**config.mk**
```make
export PLATFORM = sky130hd
export DESIGN_NAME = mc_controller
export DESIGN_NICKNAME = d
export VERILOG_FILES = /design/src/rtl/mc_controller.sv
export SDC_FILE = /design/constraint.sdc
export NUM_CORES = 1
export LEC_CHECK = 0
export ABC_AREA = 1
export BUFFER_PORTS_ARGS = -buffer_cell sky130_fd_sc_hd__buf_2
export CAP_MARGIN = 10
export CELL_PAD_IN_SITES_DETAIL_PLACEMENT = 0
export CELL_PAD_IN_SITES_GLOBAL_PLACEMENT = 1
export CORE_MARGIN = 3
export CORE_UTILIZATION = 25
export CTS_BUF_LIST = sky130_fd_sc_hd__clkbuf_16
export CTS_CLUSTER_SIZE = 40
export DETAILED_ROUTE_END_ITERATION = 8
export PLACE_DENSITY_LB_ADDON = 0.1
export SETUP_SLACK_MARGIN = 0.1
export SYNTH_ARGS = -nofsm -noshare
export SYNTH_HDL_FRONTEND = slang
export SYNTH_SLANG_ARGS = --single-unit
```
**constraint.sdc**
```tcl
create_clock -name clk -period 1.18 [get_ports clk]
set_input_delay 0.118 -clock clk [delete_from_list [all_inputs] [get_ports clk]]
set_output_delay 0.118 -clock clk [all_outputs]
set_load 0.01 [all_outputs]
```
**src/rtl/mc_controller.sv**
```systemverilog
// ============================================================================
//  mc_controller
//  Multicycle control FSM: state sequencing, datapath selects, condition
//  evaluation and the NZCV flag register.
//  Rev 1.0 - initial release
// ============================================================================
`default_nettype none

module mc_controller #(
    parameter int ALUCW = 3,
    parameter bit FP_EN = 1'b1
) (
    input  logic             clk,
    input  logic             reset,
    input  logic [31:12]     Instr,
    input  logic [3:0]       ALUFlags,
    output logic             PCWrite,
    output logic             IRWrite,
    output logic             RegWrite,
    output logic             MemWrite,
    output logic             AdrSrc,
    output logic             ALUSrcA,
    output logic             FP,
    output logic [1:0]       ALUSrcB,
    output logic [1:0]       ResultSrc,
    output logic [1:0]       ImmSrc,
    output logic [1:0]       RegSrc,
    output logic [ALUCW-1:0] ALUControl,
    output logic [3:0]       State
);

    typedef enum logic [3:0] {
        S_FETCH  = 4'd0,
        S_DECODE = 4'd1,
        S_MEMADR = 4'd2,
        S_MEMRD  = 4'd3,
        S_MEMWB  = 4'd4,
        S_MEMWR  = 4'd5,
        S_EXECR  = 4'd6,
        S_EXECI  = 4'd7,
        S_EXECF  = 4'd8,
        S_ALUWB  = 4'd9,
        S_BRANCH = 4'd10
    } state_t;

    state_t      r_state;
    state_t      w_next;
    logic [3:0]  r_flags;      // {N,Z,C,V}
    logic        r_condex;
    logic        w_cond_met;
    logic [2:0]  w_alu_dec;
    logic [2:0]  w_alu;

    logic [3:0]  w_cond;
    logic [1:0]  w_op;
    logic [5:0]  w_funct;
    logic [3:0]  w_rd;
    logic        w_unused_rn;

    assign w_cond      = Instr[31:28];
    assign w_op        = Instr[27:26];
    assign w_funct     = Instr[25:20];
    assign w_rd        = Instr[15:12];
    assign w_unused_rn = &{1'b0, Instr[19:16]};

    assign ImmSrc = w_op;
    assign RegSrc = {w_op == 2'b01, w_op == 2'b10};
    assign State  = r_state;

    always_comb begin
        case (w_funct[4:1])
            4'b0100: w_alu_dec = 3'd0;
            4'b0010: w_alu_dec = 3'd1;
            4'b0000: w_alu_dec = 3'd2;
            4'b1100: w_alu_dec = 3'd3;
            default: w_alu_dec = 3'd7;
        endcase
    end

    always_comb begin
        case (w_cond)
            4'd0:    w_cond_met = r_flags[2];
            4'd1:    w_cond_met = ~r_flags[2];
            4'd2:    w_cond_met = r_flags[1];
            4'd3:    w_cond_met = ~r_flags[1];
            4'd4:    w_cond_met = r_flags[3];
            4'd5:    w_cond_met = ~r_flags[3];
            4'd6:    w_cond_met = r_flags[0];
            4'd7:    w_cond_met = ~r_flags[0];
            4'd8:    w_cond_met = r_flags[1] & ~r_flags[2];
            4'd9:    w_cond_met = ~r_flags[1] | r_flags[2];
            4'd10:   w_cond_met = (r_flags[3] == r_flags[0]);
            4'd11:   w_cond_met = (r_flags[3] != r_flags[0]);
            4'd12:   w_cond_met = ~r_flags[2] & (r_flags[3] == r_flags[0]);
            4'd13:   w_cond_met = r_flags[2] | (r_flags[3] != r_flags[0]);
            4'd14:   w_cond_met = 1'b1;
            default: w_cond_met = 1'b0;
        endcase
    end

    always_ff @(posedge clk) begin
        if (reset) begin
            r_state  <= S_FETCH;
            r_flags  <= 4'b0000;
            r_condex <= 1'b0;
        end else begin
            r_state <= w_next;
            if (r_state == S_DECODE)
                r_condex <= w_cond_met;
            // C and V only carry meaning for arithmetic, so logical ops keep them
            if ((r_state == S_EXECR || r_state == S_EXECI || r_state == S_EXECF)
                && w_funct[0] && r_condex) begin
                r_flags[3:2] <= ALUFlags[3:2];
                if (w_alu_dec == 3'd0 || w_alu_dec == 3'd1)
                    r_flags[1:0] <= ALUFlags[1:0];
            end
        end
    end

    always_comb begin
        w_next    = S_FETCH;
        PCWrite   = 1'b0;
        IRWrite   = 1'b0;
        RegWrite  = 1'b0;
        MemWrite  = 1'b0;
        AdrSrc    = 1'b0;
        ALUSrcA   = 1'b0;
        FP        = 1'b0;
        ALUSrcB   = 2'b00;
        ResultSrc = 2'b00;
        w_alu     = 3'd0;
        case (r_state)
            S_FETCH: begin
                w_next    = S_DECODE;
                ALUSrcA   = 1'b1;
                ALUSrcB   = 2'b10;
                ResultSrc = 2'b10;
                IRWrite   = 1'b1;
                PCWrite   = 1'b1;
            end
            S_DECODE: begin
                ALUSrcA   = 1'b1;
                ALUSrcB   = 2'b10;
                ResultSrc = 2'b10;
                case (w_op)
                    2'b01:   w_next = S_MEMADR;
                    2'b00:   w_next = w_funct[5] ? S_EXECI : S_EXECR;
                    2'b10:   w_next = S_BRANCH;
                    default: w_next = FP_EN ? S_EXECF : S_FETCH;
                endcase
            end
            S_MEMADR: begin
                w_next  = w_funct[0] ? S_MEMRD : S_MEMWR;
                ALUSrcB = 2'b01;
            end
            S_MEMRD: begin
                w_next = S_MEMWB;
                AdrSrc = 1'b1;
            end
            S_MEMWB: begin
                ResultSrc = 2'b01;
                RegWrite  = r_condex;
            end
            S_MEMWR: begin
                AdrSrc   = 1'b1;
                MemWrite = r_condex;
            end
            S_EXECR: begin
                w_next = S_ALUWB;
                w_alu  = w_alu_dec;
            end
            S_EXECI: begin
                w_next  = S_ALUWB;
                ALUSrcB = 2'b01;
                w_alu   = w_alu_dec;
            end
            S_EXECF: begin
                w_next = S_ALUWB;
                FP     = 1'b1;
                w_alu  = w_funct[3:1];
            end
            S_ALUWB: begin
                RegWrite = r_condex;
                PCWrite  = r_condex & (w_rd == 4'd15);
            end
            S_BRANCH: begin
                ALUSrcB   = 2'b01;
                ResultSrc = 2'b10;
                PCWrite   = r_condex;
            end
            default: w_next = S_FETCH;
        endcase
    end

    generate
        if (ALUCW > 3) begin : g_alu_wide
            assign ALUControl = {{(ALUCW-3){1'b0}}, w_alu};
        end else begin : g_alu_narrow
            assign ALUControl = w_alu;
        end
    endgenerate

endmodule

`default_nettype wire

```
==> Yosys cells after proc, flatten, opt, wreduce, memory -nomap -nowiden <==
Index checks and enable logic that the tools add are counted.
{ "op_classes": {"n_eq_ne": 33, "bitwise": 9, "n_reduce_logical": 18, "n_mux": 16} }
{ "op_table": {"columns": ["op", "count"], "rows": [
  ["$eq A4 B4 Y1 const B", 12],
  ["$eq A4 B3 Y1 const B", 9],
  ["$eq A4 B2 Y1 const B", 5],
  ["$pmux W4 S5", 1],
  ["$pmux W1 S15", 1],
  ["$logic_not A4 Y1", 3],
  ["$pmux W3 S4", 1],
  ["$pmux W4 S3", 1],
  ["$reduce_or A3 Y1", 3],
  ["$eq A4 B1 Y1 const B", 2],
  ["$pmux W2 S2", 2],
  ["$reduce_or A2 Y1", 4],
  ["$mux W1", 7],
  ["$pmux W3 S2", 1],
  ["$not A1 Y1", 4],
  ["$and A1 B1 Y1", 3],
  ["$eq A3 B1 Y1 const B", 1],
  ["$logic_not A3 Y1", 1],
  ["$logic_or A1 B1 Y1", 3],
  ["$mux W3", 1],
  ["$pmux W1 S3", 1],
  ["$eq A2 B1 Y1 const B", 1],
  ["$eq A2 B2 Y1 const B", 1],
  ["$logic_and A1 B1 Y1", 2],
  ["other kinds (5)", 6]
]} }
{ "word_totals": {"ff_bits": 9, "wordCells": 80} }

==> Depth between registers and ports, before layout <==
{ "logic_depth": {"ltp_word": 6, "mapped_depth": 10, "depth_no_buf": 10} }

==> Least setup slack after synthesis <==
OpenSTA, ideal clock, no wires.
{ "synth_path": {"path_kind": "register -> register", "from": "register r_state[3] (netlist: State[3])", "to": "register r_flags[1]", "path_stages_with_launch": 10, "setup_slack_ns": -0.135, "setup_time_ns": 0.117, "arrival_time_ns": 1.198, "cell_sequence": "dfxtp_1 nand2_1 nor2_4 inv_4 nand2_4 nand3_4 inv_4 nand2_4 o21ai_1 a21oi_1"} }
{ "synth_via": {"elab_chain_len": 6} }
{ "synth_rtl": {"columns": ["element", "line_no", "rtl"], "rows": [
  ["start, declared", "46", "state_t r_state;"],
  ["start signal, assigned", "107", "r_state <= w_next;"],
  ["$eq A4 B3 Y1", "111", "if ((r_state == S_EXECR || r_state == S_EXECI || r_state == S_EXECF)"],
  ["$logic_or A1 B1 Y1", "111", null],
  ["$logic_or A1 B1 Y1 (*)", "111", null],
  ["$logic_and A1 B1 Y1 (*) (2 in series)", "112", "&& w_funct[0] && r_condex) begin"],
  ["$reduce_and A2 Y1 (no line) (*)", null, null],
  ["end signal, assigned", "115", "r_flags[1:0] <= ALUFlags[1:0];"],
  ["end, declared", "48", "logic [3:0] r_flags;"]
]} }
Every way passes the cells marked *; elsewhere a longest branch is shown, timed or not.
A chain may end at the register's enable or synchronous reset.

==> Worst setup path in the final report <==
{ "layout_path": {"from": "register r_state[1] (netlist: State[1])", "to": "output port ALUControl[1]"} }
{ "layout_via": {"elab_chain_len": 3} }
{ "layout_rtl": {"columns": ["element", "line_no", "rtl"], "rows": [
  ["$eq A4 B3 Y1", "132", "case (r_state)"],
  ["$reduce_or A2 Y1 (no line)", null, null],
  ["$pmux W3 S2 (*)", "132", null],
  ["end, declared", "28", "output logic [ALUCW-1:0] ALUControl,"]
]} }
Marked as above.

==> flow_summary_export.csv <==
group,metric,value,unit
sta,finalWorstPathRequiredPeriod,1420,ps
grt,grt_pass1_wl,4820,microns
clock_network,ctsHtreeMaxLevel,1,
synthesis,synth.largest_area_cell,"dfxtp_1",
synthesis,synthTopCellsByArea,"dfxtp_1 21%, nand2_1 15%, nor2_1 11%, inv_1 10%, nand3_1 9.9%",
layout,finish.net_count,248,
synthesis,syn_area,862,sq um
sta,finalHoldViolCount,0,
layout,fillers,338,
power,total_power,1.66,mW
power,power.density,1000,mW/mm^2
clock_network,clk_pin_slew,40,ps
drt,drt-total-wl,3000,microns
sta,final.period_utilization,120,%
critical_path,crit_start,"State[1]$_SDFF_PP0_",
clock_network,root_buffer,"clkbuf_16",
critical_path,crit_fanout,3,
status,status,"finished with violations",
sta,tightest_slew,318,ps
drt,route.detailed.drc,0,
critical_path,cp.required,1060,ps
place,portBuffers,43,
critical_path,r2r_end,"r_flags[3]$_SDFFE_PP0P_",
drt,routed_via_density,4.62,
place,hpwl,2210,microns
drt,drt-initial-drc-count,34,
critical_path,critPathCaptureType,"output pin",
grt,grt_pass1_vias,1172,
synthesis,avgSynthCellArea,5.71,sq um
layout,area_growth,92.0,%
sta,timing.final.ws_setup,-238,ps
sta,finalSetupViolations,18,
synthesis,synthCells,151,
floorplanning,coreArea,0.00318,sq mm
synthesis,synthDistinctLibCells,27,
critical_path,critPathSlowestCell,"dfxtp_4",
floorplanning,die_h,64.7,microns
synthesis,ys_seq_area_share,20.9,%
layout,mostFrequentLayoutCells,"40 x buf_2, 25 x nand2_1, 20 x nor2_1",
critical_path,start_kind,"flip-flop",
critical_path,timing.rr.start,"State[1]$_SDFF_PP0_",
flow_run,cap_violations,0,
place,place_congestion,0.863,
critical_path,r2r_cells,10,
layout,final_cells,265,
floorplanning,die_w,64.7,microns
critical_path,arrival,1300,ps
synthesis,synth_seq_cells,9,
floorplanning,ios,48,
clock_network,cts_sinks,9,
critical_path,critical_path.max_stage_delay,360,ps
grt,antenna_found_initial,0,
place,placedCellCount,249,
floorplanning,initial_core_util,27.1,%
critical_path,cp_cell_sequence,"inv_6, nand2_4, nor2_4, inv_4, buf_6, o22ai_2, buf_2",
critical_path,worstSetupEndpoint,"ALUControl[1]",
clock_network,clk_latency,230,ps
drt,antenna_left,0,
grt,grt_overflow,0,
clock_network,cts_max_path_buffers,2,
layout,antennaDiodeCount,0,
clock_network,cts_tree,"done",
layout,layout-drive-gt1-share,59.3,%
synthesis,yosys_warnings,0,
drt,drt_first_pass_iters,4,
grt,grt_usage,14.3,%
sta,holdWs,95.5,ps
sta,clock-skew-final,0.705,ps
layout,final_common_cell,"buf_2",
sta,relSlewSlack,78.8,%
critical_path,critPathKind,"flip-flop to output pin",
grt,grt_max_degree,10,
drt,vias,1223,
clock_network,numCtsBuffers,3,
layout,seqCellArea,203,sq um
status,violations,"setup timing",
sta,fin_tns_setup,-2500,ps
sta,rsz0062_at_grt,"true",
critical_path,rrSetupSlack,-210,ps
worst_hold_path,hp-class,"primary input to flip-flop",
drt,wire_per_inst,11.3,microns
sta,fmax,0.705,GHz
synthesis,synth.net_count,177,
floorplanning,rows,20,
sta,report.final.slew_viol_count,0,
power,leakage,0.837,nW
layout,multi_input_comb_area,718,sq um
floorplanning,dieArea,0.00419,sq mm
synthesis,netlist.area_leader.share,20.9,%
power,ir_drop,0.000566,V
[cell usage after synthesis]
cell / n
o22ai_1: 2
inv_4: 2
nand3_1: 17
a31oi_1: 1
nor2_2: 1
dfxtp_1: 9
inv_1: 23
inv_2: 4
nor3_2: 1
o31ai_4: 1
nand2_4: 2
nand4_1: 1
a21oi_1: 8
nand2_2: 1
o21ai_0: 3
o32ai_1: 1
nand2_1: 34
buf_2: 1
o21ai_1: 5
nor2_4: 1
nor3_1: 1
o221ai_1: 1
buf_4: 2
nand3_4: 1
nor2_1: 26
o31ai_1: 1
nand3b_1: 1
[worst min-delay path by stage]
stage / startpoint / end / slack, ps / cells past startpoint
floorplan: reset / State[1]$_SDFF_PP0_ / 180 / 1
CTS: reset / State[1]$_SDFF_PP0_ / 80 / 2
detailed placement: reset / State[1]$_SDFF_PP0_ / 320 / 2
global route: reset / r_condex$_SDFFE_PP0P_ / 110 / 2
global placement: reset / State[1]$_SDFF_PP0_ / 320 / 2
finish: reset / State[1]$_SDFF_PP0_ / 100 / 2
[state kept, by name, indices dropped and copies added (netlist names)]
register	cells
r_condex	1
State	4
r_flags	4
[per-stage QoR]
| stage | cell area [sq um] | setup WS [ps] | utilization, % |
|---|---|---|---|
| floorplan | 877 | -50.6 | - |
| global placement | 1230 | -38.1 | 38.8 |
| detailed placement | 1230 | -79.7 | 38.8 |
| CTS | 1520 | -242 | 47.8 |
| global route | 1660 | -299 | 52.1 |
| finish | 1660 | -238 | 52.1 |
[area by class of cell]
cell class,count,share of cell area (%)
multi-input combinational,110,43.4
timing repair buffer,69,28.5
sequential,9,12.2
inverter,29,7.79
clock buffer,3,4.54
tap,44,3.33
clock inverter,1,0.227
[what timing repair did]
| action | CTS | global route |
|---|---|---|
| hold buffers | 0 | 0 |
| pin swaps | 15 | 15 |
| buffers inserted | 9 | 4 |
| endpoints found under the setup margin | 23 | 23 |
| gates resized for setup | 39 | 34 |
[worst max-delay path, delay by kind of cell (launching register included)]
family | cells | cell delay (ps)
DFF | 1 | 360
buffers and inverters | 4 | 380
AOI/OAI and AO/OA | 1 | 130
and+or+nand+nor | 2 | 190
[where the power goes]
group	total (mW)	internal, mW	switching, mW	leakage (nW)
combinational	0.707	0.331	0.376	0.717
clock	0.588	0.442	0.145	0.0423
sequential	0.369	0.328	0.0411	0.0776
[cell families (layout without fill, tap and decap cells)]
kind of cell | Yosys count | in the layout | share of synthesized area [%]
AND/OR/NAND/NOR | 87 | 87 | 46.7
flip-flops | 9 | 9 | 20.9
AO/OA/AOI/OAI | 23 | 23 | 16.8
buffers and inverters | 32 | 102 | 15.5
[metal layers]
metal / wire length [microns] / share of wire (%) / vias up / GRT usage (%)
li1: - / - / 621 / -
met1: 1320 / 44 / 564 / 16.5
met2: 1500 / 50 / 33 / 25.2
met3: 153 / 5.1 / 5 / 4.51
met4: 36 / 1.2 / 0 / 3.69
met5: 0 / 0 / - / 0
(Power assumes the default switching activity.)
